===== src/rtl/sas_arb_pkg.sv =====
// sas_arb_pkg: shared widths and the tag record for the sub_abs_sub arbiter.
package sas_arb_pkg;
    localparam int DATA_W   = 8;
    localparam int LAT_DEF  = 2;
    localparam int NREQ_MAX = 8;
    // Sized for the largest supported NREQ so the tag layout is fixed.
    localparam int IDX_W    = $clog2(NREQ_MAX);
    typedef struct packed {
        logic             v;
        logic [IDX_W-1:0] idx;
    } tag_t;
endpackage


===== src/rtl/sas_rr_arbiter_rr_pick.sv =====
// rr_pick: combinational round-robin picker, first valid index at or after ptr.
module rr_pick
    import sas_arb_pkg::*;
#(
    parameter int NREQ = 4
) (
    input  logic [NREQ-1:0]  valid,
    input  logic [IDX_W-1:0] ptr,
    output logic [NREQ-1:0]  grant,
    output logic [IDX_W-1:0] idx,
    output logic             any
);
    always_comb begin
        grant = '0;
        idx   = '0;
        any   = |valid;
        // Descending scan so the candidate closest to ptr is written last.
        for (int k = NREQ - 1; k >= 0; k--) begin
            if (valid[(int'(ptr) + k) % NREQ]) begin
                grant = NREQ'(1) << ((int'(ptr) + k) % NREQ);
                idx   = IDX_W'((int'(ptr) + k) % NREQ);
            end
        end
    end
endmodule


===== src/rtl/sas_rr_arbiter.sv =====
// sas_rr_arbiter: round-robin sharing of one sub_abs_sub datapath with tag-routed results.
// Optional grant counters enabled by SAS_ARB_STATS_EN.
module sas_rr_arbiter
    import sas_arb_pkg::*;
#(
    parameter int NREQ  = 4,
    parameter int LAT   = LAT_DEF
`ifdef SAS_ARB_STATS_EN
    , parameter int CNT_W = 16
`endif
) (
    input  logic                     clk,
    input  logic                     rst,
    input  logic                     en,
    input  logic [NREQ-1:0]          req_valid,
    input  logic [NREQ*DATA_W-1:0]   req_op1,
    input  logic [NREQ*DATA_W-1:0]   req_op2,
    output logic [NREQ-1:0]          req_ready,
    output logic [DATA_W-1:0]        dp_op1,
    output logic [DATA_W-1:0]        dp_op2,
    input  logic [DATA_W-1:0]        dp_res,
    output logic [NREQ-1:0]          rsp_valid,
    output logic [DATA_W-1:0]        rsp_data,
`ifdef SAS_ARB_STATS_EN
    input  logic                     stat_clr,
    output logic [NREQ*CNT_W-1:0]    grant_cnt,
`endif
    output logic                     busy
);
    logic [IDX_W-1:0] ptr;
    logic [IDX_W-1:0] gidx;
    logic             gnt;
    tag_t             tags [LAT+1];

    rr_pick #(.NREQ(NREQ)) u_pick (
        .valid (en ? req_valid : '0),
        .ptr   (ptr),
        .grant (req_ready),
        .idx   (gidx),
        .any   (gnt)
    );

    always_ff @(posedge clk or negedge rst) begin
        if (!rst) begin
            dp_op1 <= '0;
            dp_op2 <= '0;
            ptr    <= '0;
            for (int i = 0; i <= LAT; i++) tags[i] <= '0;
        end else begin
            if (gnt) begin
                dp_op1 <= req_op1[gidx*DATA_W +: DATA_W];
                dp_op2 <= req_op2[gidx*DATA_W +: DATA_W];
                ptr    <= (gidx == IDX_W'(NREQ - 1)) ? '0 : gidx + 1'b1;
            end
            tags[0] <= '{v: gnt, idx: gidx};
            for (int i = 1; i <= LAT; i++) tags[i] <= tags[i-1];
        end
    end

    always_comb begin
        busy = 1'b0;
        for (int i = 0; i <= LAT; i++) busy = busy | tags[i].v;
    end

    assign rsp_valid = tags[LAT].v ? NREQ'(1) << tags[LAT].idx : '0;
    assign rsp_data  = dp_res;

`ifdef SAS_ARB_STATS_EN
    for (genvar i = 0; i < NREQ; i++) begin : g_cnt
        logic [CNT_W-1:0] cnt;
        always_ff @(posedge clk or negedge rst) begin
            if (!rst) cnt <= '0;
            else if (stat_clr) cnt <= '0;
            else if (req_ready[i] && cnt != '1) cnt <= cnt + 1'b1;
        end
        assign grant_cnt[i*CNT_W +: CNT_W] = cnt;
    end
`endif
endmodule

===== config.mk =====
export PLATFORM = sky130hd
export DESIGN_NAME = sas_rr_arbiter
export DESIGN_NICKNAME = d
export VERILOG_FILES = /design/src/rtl/sas_arb_pkg.sv /design/src/rtl/sas_rr_arbiter_rr_pick.sv /design/src/rtl/sas_rr_arbiter.sv
export SDC_FILE = /design/constraint.sdc
export NUM_CORES = 1
export LEC_CHECK = 0
export BUFFER_PORTS_ARGS = -buffer_cell sky130_fd_sc_hd__buf_2
export CAP_MARGIN = 20
export CORE_MARGIN = 3
export CORE_UTILIZATION = 49
export CTS_BUF_LIST = sky130_fd_sc_hd__clkbuf_4 sky130_fd_sc_hd__clkbuf_8
export CTS_CLUSTER_DIAMETER = 60
export CTS_CLUSTER_SIZE = 40
export DETAILED_ROUTE_END_ITERATION = 6
export PLACE_DENSITY = 0.83
export SYNTH_ARGS = -nofsm -noshare
export SYNTH_HDL_FRONTEND = slang
export SYNTH_SLANG_ARGS = --single-unit

===== constraint.sdc =====
create_clock -name clk -period 3.92 [get_ports clk]
set_input_delay 0.196 -clock clk [delete_from_list [all_inputs] [get_ports clk]]
set_output_delay 0.196 -clock clk [all_outputs]
set_load 0.02 [all_outputs]

# ---- After elaboration in Yosys (flattened, before gate mapping)
# Index checks and enable logic that the tools add are counted.
dict set report word_totals {
  reg_bits 30
  in_bits 79
  out_inout_bits 33
  wordCells 56
}
dict set report op_classes {
  n_addsub 4
  magnitude_cmp 4
  n_eq_ne 1
  shifts 7
  n_mux 22
  bitwise 5
  reduce_logical 4
}
# cell n
set ops {}
lappend ops {{$shl 1x32->4 const A} 3}
lappend ops {{$shiftx 32x7->8} 2}
lappend ops {{$mux 4} 6}
lappend ops {{$lt 3x4->1 const B} 3}
lappend ops {{$mux 3} 4}
lappend ops {{$bmux 1 s2} 4}
lappend ops {{$mux 1} 7}
lappend ops {{$reduce_or 2->1} 3}
lappend ops {{$add 2x1->2 const B} 2}
lappend ops {{$add 2x2->2 const B} 2}
lappend ops {{$reduce_or 4->1} 1}
lappend ops {{$shl 1x2->4 const A} 1}
lappend ops {{$shl 1x3->4 const A} 1}
lappend ops {{$and 1x1->1 const A} 3}
lappend ops {{$eq 3x2->1 const B} 1}
lappend ops {{$lt 2x3->1 const B} 1}
lappend ops {{$mux 2} 1}
lappend ops {{$or 1x1->1} 2}

# ---- Longest topological paths before layout
dict set report depth {
  ltp_word 12
  mapped_depth 16
  mapped_depth_nobuf 9
}

# ---- Modules after synthesis
# From an unflattened synthesis, not the netlist that was laid out.
dict set report hier_totals {
  cells_unflattened 198
  hier_area_um2 2168.3
}
# module n_inst cells_per_inst area_each_um2
set modules_own_cells {}
lappend modules_own_cells {sas_rr_arbiter 1 134 1659.1}
lappend modules_own_cells {rr_pick 1 64 509.2}

# ---- Least setup slack after synthesis
# Ideal clock, no wire load.
dict set report synth_timing {
  kind {flip-flop to flip-flop}
  start {reg ptr[0]}
  end {reg ptr[1]}
  t_arrival_ns 3.365
  t_required_ns 3.786
  path_slack_ns 0.421
  stages_incl_launch_ff 15
  n_path_buf 5
  path_cell_list {dfrtp_1 > buf_2 > inv_1 > clkbuf_1 > clkbuf_1 > ha_1 > clkbuf_1 > nand2_1 > a21oi_1 > o21ai_0 > a2111oi_1 > clkbuf_1 > ha_1 > nand2_1 > o21ai_0}
}
dict set report synth_between {
  elab_chain_len 10
  word_cells_on_any_way 27
}
# item line
set synth_rtl {}
lappend synth_rtl {{start: declaration} sas_rr_arbiter.sv:30} ;# logic [IDX_W-1:0] ptr;
lappend synth_rtl {{start signal: assignment} sas_rr_arbiter.sv:53} ;# ptr <= (gidx == IDX_W'(NREQ - 1)) ? '0 : gidx + 1'b1;
lappend synth_rtl {{$add 2x2->2} {sas_rr_arbiter_rr_pick.sv:19, sas_rr_arbiter_rr_pick.sv:21}}
lappend synth_rtl {{$bmux 1 s2} sas_rr_arbiter_rr_pick.sv:19} ;# if (valid[(int'(ptr) + k) % NREQ]) begin
lappend synth_rtl {{$mux 1 (implied by the code) (2 in a row)} sas_rr_arbiter_rr_pick.sv:19}
lappend synth_rtl {{$mux 3 (3 in a row)} sas_rr_arbiter_rr_pick.sv:19}
lappend synth_rtl {{$mux 3 *} sas_rr_arbiter_rr_pick.sv:19}
lappend synth_rtl {{named net gidx[1]} sas_rr_arbiter.sv:31} ;# logic [IDX_W-1:0] gidx;
lappend synth_rtl {{$add 2x1->2 or $eq 3x2->1 (tied branches)} sas_rr_arbiter.sv:53}
lappend synth_rtl {{$mux 2 *} sas_rr_arbiter.sv:53}
# Mark *: on every way through the listed nets, which the timed path passes. The rest lies on a longest branch. The select of a mux whose other input is x is not followed.
# A chain may end at the register's enable or synchronous reset.

# ---- Worst setup path in the final report
dict set report layout_timing {
  start {reg ptr[1]}
  end {out req_ready[3]}
}
dict set report layout_between {
  elab_chain_len 8
  word_cells_on_any_way 28
}
# item line
set layout_rtl {}
lappend layout_rtl {{$add 2x2->2} {sas_rr_arbiter_rr_pick.sv:19, sas_rr_arbiter_rr_pick.sv:20}}
lappend layout_rtl {{$bmux 1 s2 or $reduce_or 2->1 (tied branches)} --}
lappend layout_rtl {{$mux 1 (implied by the code) or $and 1x1->1 (tied branches)} --}
lappend layout_rtl {{$mux 1 (implied by the code) or $shl 1x32->4 (tied branches)} {sas_rr_arbiter_rr_pick.sv:19, sas_rr_arbiter_rr_pick.sv:20}}
lappend layout_rtl {{$mux 4 (3 in a row)} sas_rr_arbiter_rr_pick.sv:19}
lappend layout_rtl {{$mux 4 *} sas_rr_arbiter_rr_pick.sv:19}
lappend layout_rtl {{end: declaration} sas_rr_arbiter.sv:18} ;# output logic [NREQ-1:0] req_ready,
# Every way passes the cells marked *; elsewhere a longest branch is shown, timed or not. The select of a mux whose other input is x is not followed.

==> key figures <==
Status
  • Status: finished, final reports clean

STA
  • Setup Viol. Count Final: 0
  • F_max: between 300 and 400 MHz
  • Max-slew headroom: about half
  • Worst Tran Pin Value: 0.737 ns
  • Final Max Tran Viols: 0
  • Setup TNS: 0 ns
  • Period utilization: between 80% and 90%
  • Final hold violations: 0
  • RSZ-0062 raised after global routing: no
  • Clock skew: 0.00338 ns
  • Min cycle time layout: 3.24 ns

Global routing
  • Vias in the first global route: about 2300
  • Global-route wire length before repair: 10800 µm
  • Largest net degree at the start of global routing: 35
  • All-Layer GR Usage: 22.3%
  • Initial antenna violation count: 0
  • GR Overflow Total: 0

Critical path
  • Top cell family by delay on the critical path: simple AND/OR/NAND/NOR gates
  • RR Startpoint: ptr[1]
  • Worst Path Max Fanout: 11
  • Reg2reg end: dp_op2[2]
  • R2R depth: 8
  • CP max-delay cell: nor4bb_1
  • Critical path startpoint category: flip-flop
  • Required time of the critical path: between 3 and 4 ns
  • R2R Setup Slk: 0.73 ns
  • Max stage delay on crit path: 0.59 ns
  • Crit-path cells: inv_1, ha_1, nand2b_1, o221ai_1, nor4bb_1, a222oi_1, a21oi_1, buf_2
  • Arr. time, crit path: 3.04 ns
  • Bufs and invs on worst path: 2
  • Setup crit end kind: output port
  • Crit Path Class: reg -> out

Final layout
  • Layout cell share with drive strength beyond 1: between 30% and 40%
  • Final #Nets: around 430
  • Commonest non-fill, non-tap cells in the layout: buf_2, mux2i_1, or3_1
  • Area grow syn2layout: 20.2%
  • Fillers: roughly 360
  • Final instance area: 2890 µm²
  • Non-Filler Instances: 402
  • Ant diodes: 0
  • Most common cell after layout, fill and taps aside: buf_2

Route
  • Detail Route Antenna Nets: 0
  • Detailed-route DRC error count: 0
  • Pre-antenna DRT Iters: 7
  • DR vias: 2400
  • Routed len/inst: roughly 16 µm
  • 1st-iter DRT viols: between 200 and 250
  • Final WL: 6520 µm
  • Via/cell ratio: ~6

Power
  • VDD IR max: roughly 0.31 mV
  • Pwr Density: approximately 680 nW/µm²
  • LEAKAGE: 1.35 nW

Clock network
  • Clock Tree Buf Depth: 2
  • Root buffer cell: clkbuf_8
  • Clk Latency, worst-skew pair: 0.28 ns
  • CTS tree: done
  • H-tree levels: 1
  • Worst-path clk slew: roughly 0.1 ns
  • CTS buffer count: 3
  • Clock sink total: 27
  • Post-CTS setup buffer count: 0

Yosys
  • Post-synth cell types: 39
  • Sequential share of the synthesized area: 28.1%
  • YS warnings: 0
  • Synth Area per Inst: 9.25 µm²
  • Cells after Synth: 260
  • Post-synth EDFFs: 0
  • Main synth FF type: dfrtp_1
  • Cell Area, Synth: approximately 2400 µm²
  • Async S/R FF share, synth: 100%
  • Seq cells post-synth: 27
  • Synthesized Nets: around 350

Floorplan
  • Initial Util: between 50% and 60%
  • IO Pins: between 100 and 150
  • Die extent in x: ~76 µm
  • Row count: 24
  • Die ar.: ~5800 µm²
  • Die Span Y: 76.1 µm
  • Core Region: around 4500 µm²

Placed design
  • GP Congestion: 0.798
  • Port bufs: 95
  • Dpl cells: around 400
  • DP Area: 2830 µm²
  • Final HPWL from detailed placement: about 4600 µm

Flow run
  • Max-Cap Viols: 0

Worst hold path
  • Hold Crit Endpoint: dp_op1[7]
  • Worst hold start: req_op1[23]
  • Hold path cells: 3
  • Worst hold path class: in -> reg
[worst max-delay path by stage]
| stage | cells past startpoint | slack (ns) | from | endpoint |
|---|---|---|---|---|
| 2_1_floorplan | 14 | 0.42 | ptr[0] | ptr[1] |
| 3_3_place_gp | 8 | 0.92 | ptr[1] | dp_op2[5] |
| 3_5_place_dp | 8 | 0.79 | ptr[1] | dp_op2[5] |
| 5_1_grt | 8 | 0.43 | ptr[1] | req_ready[0] |
| 4_1_cts | 8 | 0.76 | ptr[1] | dp_op2[2] |
| 6_report | 8 | 0.68 | ptr[1] | req_ready[3] |
[through the flow]
stage / total power, W / hold WS (ns) / util [%] / setup WS, ns
floorplan: 0.00147 / -0.0996 / - / 0.421
detailed placement: 0.00179 / 0.244 / 62.4 / 0.786
global route: 0.00211 / 0.239 / 63.7 / 0.433
finish: 0.00196 / 0.225 / 63.7 / 0.680
global placement: 0.00176 / 0.244 / 62.4 / 0.917
CTS: 0.00196 / 0.221 / 63.7 / 0.755
[cells by family after synthesis]
group	Yosys count	share of synthesized area, %
DFF	27	28.1
muxes	53	22.6
and+or+nand+nor	78	17.3
adders and majority gates	9	4.68
buffers and inverters	32	8.74
AOI/OAI and AO/OA	61	18.6
[timing repair]
item,in CTS,in global routing
gates resized for setup,0,0
hold buffers,1,0
endpoints found under the hold margin,27,0
[sequential cells by signal (all words and copies together) (netlist names)]
signal and cells:
dp_op2 8, dp_op1 8, tags 9, ptr 2
[layer usage]
metal  GRT usage, %  part of all wire [%]  up-vias
met5              0                     0        -
li1               -                     -     1134
met1           28.8                    40     1132
met3           4.61                   6.8       21
met4           8.15                   2.0        0
met2           36.9                    51      113
[area by class of cell]
| type | count | area (µm²) | share of cell area [%] |
|---|---|---|---|
| Clock inverter | 1 | 7.51 | 0.260 |
| Tap cell | 65 | 81.3 | 2.81 |
| Inverter | 3 | 11.3 | 0.390 |
| Multi-Input combinational cell | 201 | 1540 | 53.4 |
| Timing Repair Buffer | 102 | 531 | 18.4 |
| Sequential cell | 27 | 676 | 23.4 |
| Clock buffer | 3 | 41.3 | 1.43 |
[where the power goes]
group / switching (W) / leakage (nW) / total [W] / internal, W
Combinational: 0.000755 / 1.01 / 0.00130 / 0.000542
Sequential: 0.000101 / 0.318 / 0.000502 / 0.000401
Clock: 0.0000912 / 0.0217 / 0.000163 / 0.0000723
[Yosys cell counts, types with 2 or more instances]
cell / instances / area share [%]
o22ai_1: 3 / 0.78
a32oi_1: 16 / 5.8
a21oi_1: 22 / 4.6
nand2b_1: 3 / 0.78
dfrtp_1: 27 / 28
nor2_1: 24 / 3.7
buf_6: 4 / 1.9
o21ai_0: 3 / 0.62
mux2i_1: 52 / 22
buf_4: 11 / 3.4
nor2b_1: 2 / 0.52
nand2_1: 9 / 1.4
ha_1: 9 / 4.7
buf_2: 2 / 0.42
or3_1: 33 / 8.6
clkbuf_1: 11 / 1.7
a222oi_1: 4 / 1.7
inv_1: 2 / 0.31
a221oi_1: 3 / 1.1
[worst reg2reg max path: stages, from the launching register on]
cell and delay, ns:
dfrtp_1 0.57, inv_1 0.20, ha_1 0.45, nand2b_1 0.21, o22a_1 0.29, a21oi_4 0.63
mux2i_1 0.15, or3_1 0.37, a32oi_1 0.23
Note: power is estimated with default switching activity, not from simulation.
